### src/rtl/otter_fetch_buffer.sv
// otter_fetch_buffer: owns the fetch PC, issues word reads on memory port 1 and queues PC-tagged words for decode.
// Latency: issue in N -> IR_VALID in N+2; a redirect or reset in R gives the first new IR_VALID at R+3.
// Backpressure: IR_READY low fills the queue; MEM_READ1 stays low while buffered + in-flight equals DEPTH.
// Optional: OTTER_FETCH_ERR_EN tags each word fetched beyond the 2**ACTUAL_WIDTH-word memory with IR_ERR.
module otter_fetch_buffer #(
   parameter logic [31:0] RESET_PC     = 32'h00000000,
   parameter int          DEPTH        = 4,
   parameter int          ACTUAL_WIDTH = 14
) (
   input  logic        CLK,
   input  logic        RST,
   input  logic        REDIRECT,
   input  logic [31:0] REDIRECT_PC,
   output logic [31:0] MEM_ADDR1,
   output logic        MEM_READ1,
   input  logic [31:0] MEM_DOUT1,
   output logic        IR_VALID,
   output logic [31:0] IR,
   output logic [31:0] IR_PC,
   input  logic        IR_READY,
   output logic        IR_ERR
);
   localparam int          PW      = $clog2(DEPTH);
   localparam logic [PW:0] DEPTH_C = (PW + 1)'(DEPTH);

   if (DEPTH < 2 || (DEPTH & (DEPTH - 1)) != 0 || ACTUAL_WIDTH < 1 || ACTUAL_WIDTH > 30) begin : g_param_check
      $error("otter_fetch_buffer: DEPTH must be a power of 2 >= 2 and ACTUAL_WIDTH in 1..30");
   end

   logic [31:0]   fetch_pc;
   logic [31:0]   pending_pc;
   logic          pending;
   logic [PW:0]   count;
   logic [PW:0]   occupancy;
   logic [PW:0]   count_after_pop;
   logic [PW-1:0] head_ptr;
   logic [PW-1:0] head_nxt;
   logic [PW-1:0] tail_ptr;
   logic [31:0]   fifo_ir [DEPTH];
   logic [31:0]   fifo_pc [DEPTH];
   logic [31:0]   head_ir;
   logic [31:0]   head_pc;
   logic          issue;
   logic          push;
   logic          pop;

   // count + pending never exceeds DEPTH, so the issue rule alone prevents overflow
   assign occupancy       = count + (PW + 1)'(pending);
   assign issue           = !RST && !REDIRECT && (occupancy < DEPTH_C);
   assign push            = pending && !REDIRECT;
   assign pop             = IR_VALID && IR_READY && !REDIRECT;
   assign count_after_pop = count - (PW + 1)'(pop);
   assign head_nxt        = pop ? head_ptr + PW'(1) : head_ptr;

   assign MEM_ADDR1 = fetch_pc;
   assign MEM_READ1 = issue;
   assign IR_VALID  = (count != '0);
   assign IR        = head_ir;
   assign IR_PC     = head_pc;

`ifdef OTTER_FETCH_ERR_EN
   logic pending_err;
   logic head_err;
   logic fetch_err;
   logic fifo_err [DEPTH];

   assign fetch_err = ({32'd0, fetch_pc} >= (64'd1 << (ACTUAL_WIDTH + 2)));
   assign IR_ERR    = head_err;
`else
   assign IR_ERR    = 1'b0;
`endif

   always_ff @(posedge CLK) begin
      if (RST) begin
         fetch_pc   <= RESET_PC;
         pending    <= 1'b0;
         pending_pc <= '0;
         count      <= '0;
         head_ptr   <= '0;
         tail_ptr   <= '0;
         head_ir    <= '0;
         head_pc    <= '0;
         for (int i = 0; i < DEPTH; i++) begin
            fifo_ir[i] <= '0;
            fifo_pc[i] <= '0;
`ifdef OTTER_FETCH_ERR_EN
            fifo_err[i] <= 1'b0;
`endif
         end
`ifdef OTTER_FETCH_ERR_EN
         pending_err <= 1'b0;
         head_err    <= 1'b0;
`endif
      end else if (REDIRECT) begin
         // In-flight response and any pop this cycle are dropped with the flush
         fetch_pc <= REDIRECT_PC & ~32'h3;
         pending  <= 1'b0;
         count    <= '0;
         head_ptr <= '0;
         tail_ptr <= '0;
      end else begin
         pending <= issue;
         if (issue) begin
            pending_pc <= fetch_pc;
            fetch_pc   <= fetch_pc + 32'd4;
`ifdef OTTER_FETCH_ERR_EN
            pending_err <= fetch_err;
`endif
         end
         if (push) begin
            fifo_ir[tail_ptr] <= MEM_DOUT1;
            fifo_pc[tail_ptr] <= pending_pc;
            tail_ptr          <= tail_ptr + PW'(1);
`ifdef OTTER_FETCH_ERR_EN
            fifo_err[tail_ptr] <= pending_err;
`endif
         end
         head_ptr <= head_nxt;
         count    <= count_after_pop + (PW + 1)'(push);
         // Head registers only change when a new head exists, so they hold while empty
         if (count_after_pop == '0) begin
            if (push) begin
               head_ir <= MEM_DOUT1;
               head_pc <= pending_pc;
`ifdef OTTER_FETCH_ERR_EN
               head_err <= pending_err;
`endif
            end
         end else begin
            head_ir <= fifo_ir[head_nxt];
            head_pc <= fifo_pc[head_nxt];
`ifdef OTTER_FETCH_ERR_EN
            head_err <= fifo_err[head_nxt];
`endif
         end
      end
   end

endmodule

### config.mk
export PLATFORM = sky130hd
export DESIGN_NAME = otter_fetch_buffer
export DESIGN_NICKNAME = d
export VERILOG_FILES = /design/src/rtl/otter_fetch_buffer.sv
export SDC_FILE = /design/constraint.sdc
export NUM_CORES = 1
export LEC_CHECK = 0
export CORE_ASPECT_RATIO = 0.6
export CORE_UTILIZATION = 32
export CTS_BUF_LIST = sky130_fd_sc_hd__clkbuf_16
export DETAILED_ROUTE_END_ITERATION = 7
export SYNTH_ARGS = -nofsm -noshare
export SYNTH_HDL_FRONTEND = slang
export SYNTH_SLANG_ARGS = --single-unit
### constraint.sdc
create_clock -name CLK -period 7.5 [get_ports CLK]
set_clock_uncertainty 0.2 [all_clocks]
set_input_delay 1.125 -clock CLK [delete_from_list [all_inputs] [get_ports CLK]]
set_output_delay 1.125 -clock CLK [all_outputs]
set_load 0.1 [all_outputs]
After elaboration in Yosys (flattened, before gate mapping)
Memory sizes are Yosys's and may differ from the RTL's.
Cells that the tools add are included.
{"block": "word_totals", "inputBits": 68, "n_memories": 2, "elab_cells": 54, "reg_bits": 136, "latchBits": 0, "output_inout_bits": 99, "mem_bits_rw": 256, "rom_bits": 0}
{"block": "op_classes", "n_div": 0, "mul": 0, "order_cmp": 1, "n_eq_ne": 1, "muxes": 19, "n_reduce_logical": 15, "addsub": 6, "n_bitwise": 1, "n_shift": 0}
{"memory": "fifo_ir", "depth": 4, "width": 32, "rd": 1, "rd_clocked_by_memory_dff": 0, "write_ports": 4, "line_no": "39", "text": "logic [31:0] fifo_ir [DEPTH];"}
{"memory": "fifo_pc", "depth": 4, "width": 32, "rd": 1, "rd_clocked_by_memory_dff": 0, "write_ports": 4, "line_no": "40", "text": "logic [31:0] fifo_pc [DEPTH];"}
{"op": "32-bit two-way mux", "n": 8}
{"op": "32-bit OR reduction", "n": 2}
{"op": "32-bit by 3-bit adder with 32-bit output (second input constant)", "n": 1}
{"op": "1-bit two-way mux", "n": 8}
{"op": "3-bit by 1-bit adder with 3-bit output", "n": 2}
{"op": "2-bit two-way mux", "n": 3}
{"op": "1-bit logical AND", "n": 5}
{"op": "2-bit by 1-bit adder with 2-bit output (second input constant)", "n": 2}
{"op": "2-bit AND reduction", "n": 2}
{"op": "3-bit zero test", "n": 1}
{"op": "3-bit < comparator (second input constant)", "n": 1}
{"op": "3-bit nonzero test", "n": 1}
{"op": "3-bit by 1-bit subtractor with 3-bit output", "n": 1}
{"op": "1-bit zero test", "n": 2}
{"op": "2-bit inequality test (second input constant)", "n": 1}
{"op": "2-bit nonzero test", "n": 1}
{"op": "2-bit OR reduction", "n": 1}
{"op": "1-bit NOT", "n": 1}

Logic depth before layout (Yosys ltp)
{"block": "logic_depth", "word_depth": 8, "mapped_depth": 16, "ltp_nobuf": 11}

Worst setup path before layout
No wires, ideal clock.
{"block": "synth_path", "path_kind": "input to register", "startpoint": "input port REDIRECT", "endpoint": "memory fifo_ir[1][0] (enable)", "t_arrival_ns": 5.747, "slack_ns": 0.986, "t_required_ns": 6.732, "stages": 3, "setup_time_ns": 0.568, "path_buffers": 0, "cell_sequence": "clkinv_1 nand2_1 o21ai_0"}
{"item": "from (decl)", "line_no": "12", "text": "input logic REDIRECT,"}
{"item": "to (decl)", "line_no": "39"}

Final worst setup path
{"block": "layout_path", "startpoint": "register pending", "endpoint": "output port MEM_READ1"}
{"block": "layout_via", "elab_chain_len": 3}
{"item": "from (decl)", "line_no": "32", "text": "logic pending;"}
{"item": "from (signal assigned)", "line_no": "102", "text": "pending <= issue;"}
{"item": "3-bit by 1-bit adder with 3-bit output", "line_no": "48", "text": "assign occupancy = count + (PW + 1)'(pending);"}
{"item": "3-bit < comparator", "line_no": "49", "text": "assign issue = !RST && !REDIRECT && (occupancy < DEPTH_C);"}
{"item": "1-bit logical AND", "line_no": "49"}
{"item": "to (decl)", "line_no": "15", "text": "output logic MEM_READ1,"}
No other way between the ends.

==> out/metrics.cfg <==
[routing]
drt-initial-drc-count = 1900
vias = 16100
drt_pass1_iterations = 5
wire_per_inst_um = 21.9
routed_wl_um = 62900
vias_per_cell = 5.62
drc = 0
drtAntennaViolNets = 0

[worst_setup_path]
ff2ff_path_depth = 12
reg2reg_setup_slack_ps = 3200
crit_family = buffers and inverters
path_class = reg2out
worstReg2RegStart = count[2]
cp_slowest_cell = clkdlybuf4s50_1
startpoint_type = flip-flop
max_stage_delay_ps = 1240
worst-path-max-fanout = 56
crit_path_frequent_cell = buf_4
startpoint = pending
cp_cell_sequence = buf_4 -> and3_1 -> mux2i_4 -> inv_2 -> buf_4 -> clkdlybuf4s50_1
path_buf_inv = 4
crit_path_end_kind = output port
r2r-end = IR[12]
arrival_ps = 3910
cp.required_ps = 6170

[clock_network]
cts_buffer_depth = 3
cts_setup_buffers = 0
cts_resized = 0
cts_tree = yes
cts-buffers-inserted = 41
cts-hold-fix-buffers = 0
clkTransAtPathRegs_ps = 60
cts_sinks = 378
htree_num_levels = 2
ctsRootBufferMaster = clkbuf_16
clk_latency_ps = 560

[die]
die_h_um = 189
start_util_pct = 32.4
dieArea_um2 = 59100
fp.dieW_um = 313
io_pins = 167
coreArea_um2 = 57400
rows = 68

[hold_path]
worstHoldEndpoint = pending_pc[24]
hold_class = reg2reg
min_from = pending_pc[24]
whs_path_depth = 2

[grt]
grt_antenna_before_repair = 0
grt_pass1_wl_um = 94000
grtUsageTotal_pct = 20.7
overflow = 0
grt_pass1_vias = 15300
grt_max_degree = 70

[sta]
maxSlewViolCount = 0
setup_viol_count_final = 0
finalHoldViolations = 0
final.setup.tns_ps = 0
finalCritPeriodShare_pct = 69.8
fin_ws_ps = 2260
worst-slew-pin-transition_ps = 1240
rsz0062_at_grt = false
whs_ps = 290
relSlewSlack_pct = 16.7
final.min_clock_period_ps = 5240
timing.fmax_mhz = 191

[power]
powerDensity_nw_per_um2 = 223
p_leak_nw = 7.91
max-vdd-ir-drop_mv = 0.130

[yosys]
yosysTopAreaCellShare_pct = 40.0
synth_area_um2 = 18600
syn_avg_cell_area_um2 = 9.30
yosysWarnings = 0
synth_edf_count = 248
netlist_top_cells_count = nand2_1 (328), nor2_1 (257), edfxtp_1 (248), a21oi_1 (171), clkbuf_1 (131)
yosysTopAreaCell = edfxtp_1
synth_area_leaders = edfxtp_1 (40%), dfxtp_1 (14%), nand2_1 (6.6%)
synth.distinct_cells = 61
syn_inst = 2001
ys_seq_area_share_pct = 54.0
synth-seq-cells = 378
async_reset_ff_share_pct = 0
synthFlopType = edfxtp_1
synth.most_common_cell = nand2_1

[place]
gp_congestion = 0.839
dpl.hpwl_um = 35100
portBuffers = 159
place_ws_ps = 2570

[cells_and_area]
fillers = 5640
final_nets = 2141
multi_input_area_um2 = 7680
regArea_um2 = 10100
drive_above_1_share_pct = 6.24
antenna_cells = 0
area_growth_pct = 18.9

[run_status]
status = completed

[job]
drv_cap = 0

==> where the power goes <==
part           leakage (nW)  switching (W)  total (W)  internal, W
registers              3.62      0.0000664    0.00237      0.00231
clock network         0.657       0.000861    0.00194      0.00108
logic                  3.64       0.000456   0.000616     0.000160
==> worst max path at each step <==
stage,endpoint,cells past startpoint
6_report,MEM_READ1,6
4_1_cts,MEM_READ1,6
3_3_place_gp,MEM_READ1,6
3_5_place_dp,MEM_READ1,6
5_1_grt,MEM_READ1,6
2_1_floorplan,fifo_ir[1][0],3
==> layout by cell type, fill, tap and decap left out, types with 8 or more instances in the layout <==
cell	count
nand4_1	13
a221oi_1	12
nor2_1	254
mux2i_1	55
buf_4	35
clkdlybuf4s50_1	157
o311ai_0	8
a31oi_1	16
o21ai_0	86
inv_1	84
clkbuf_16	42
edfxtp_1	248
and3_1	114
a221o_1	49
a21oi_1	171
clkinv_1	12
dfxtp_1	129
nor3_1	59
nand2_1	324
o32ai_1	56
nand3_1	40
==> metrics by stage <==
stage / util [%] / cells / power (W) / cell area, µm²
floorplan: - / 2005 / 0.00282 / 18600
global placement: 36.3 / 2795 / 0.00302 / 20900
detailed placement: 36.3 / 2795 / 0.00303 / 20900
CTS: 38.5 / 2870 / 0.00496 / 22100
global route: 38.5 / 2870 / 0.00508 / 22100
finish: 38.5 / 2870 / 0.00493 / 22100
==> logic make-up (layout without fill, tap and decap cells) <==
group                    after synthesis  after routing  synth area share (%)
AO/OA/AOI/OAI                        434            434                  15.2
buffers and inverters                252            347                  5.46
flip-flops                           378            378                  54.0
adder cells (fa/ha/maj)                5              5                 0.336
AND/OR/NAND/NOR                      854            854                  20.5
multiplexers                          66             66                  3.98
other                                  1              5                0.0202
XOR/XNOR                              11             11                 0.518
==> state kept, by name (all words and copies together), names as in the netlist, 3 cells and up <==
name / flops
fifo_ir: 128
count: 3
fifo_pc: 120
IR: 32
IR_PC: 30
pending_pc: 30
MEM_ADDR1: 30
==> tightest hold or removal path, cell delays in order (launching register included) <==
cell	delay (ps)
dfxtp_1	330
nand2_1	60
a21oi_1	50
==> routing by layer <==
| metal | part of all wire (%) | up-vias | global-route usage (%) | wire length (µm) |
|---|---|---|---|---|
| met1 | 45 | 7997 | 29.5 | 28000 |
| met3 | 8.7 | 92 | 3.36 | 5490 |
| met2 | 45 | 721 | 32.7 | 28500 |
| met5 | 0 | - | 0 | 0 |
| li1 | - | 7328 | - | - |
| met4 | 1.5 | 0 | 4.69 | 940 |
==> cell type report <==
class	count	area share, %
timing repair buffer	195	8.49
clock inverter	33	0.922
tap	770	4.35
inverter	77	1.33
sequential	378	45.4
clock buffer	42	4.75
multi-input combinational	1375	34.7
No activity file was read; power rests on OpenSTA's default activity.
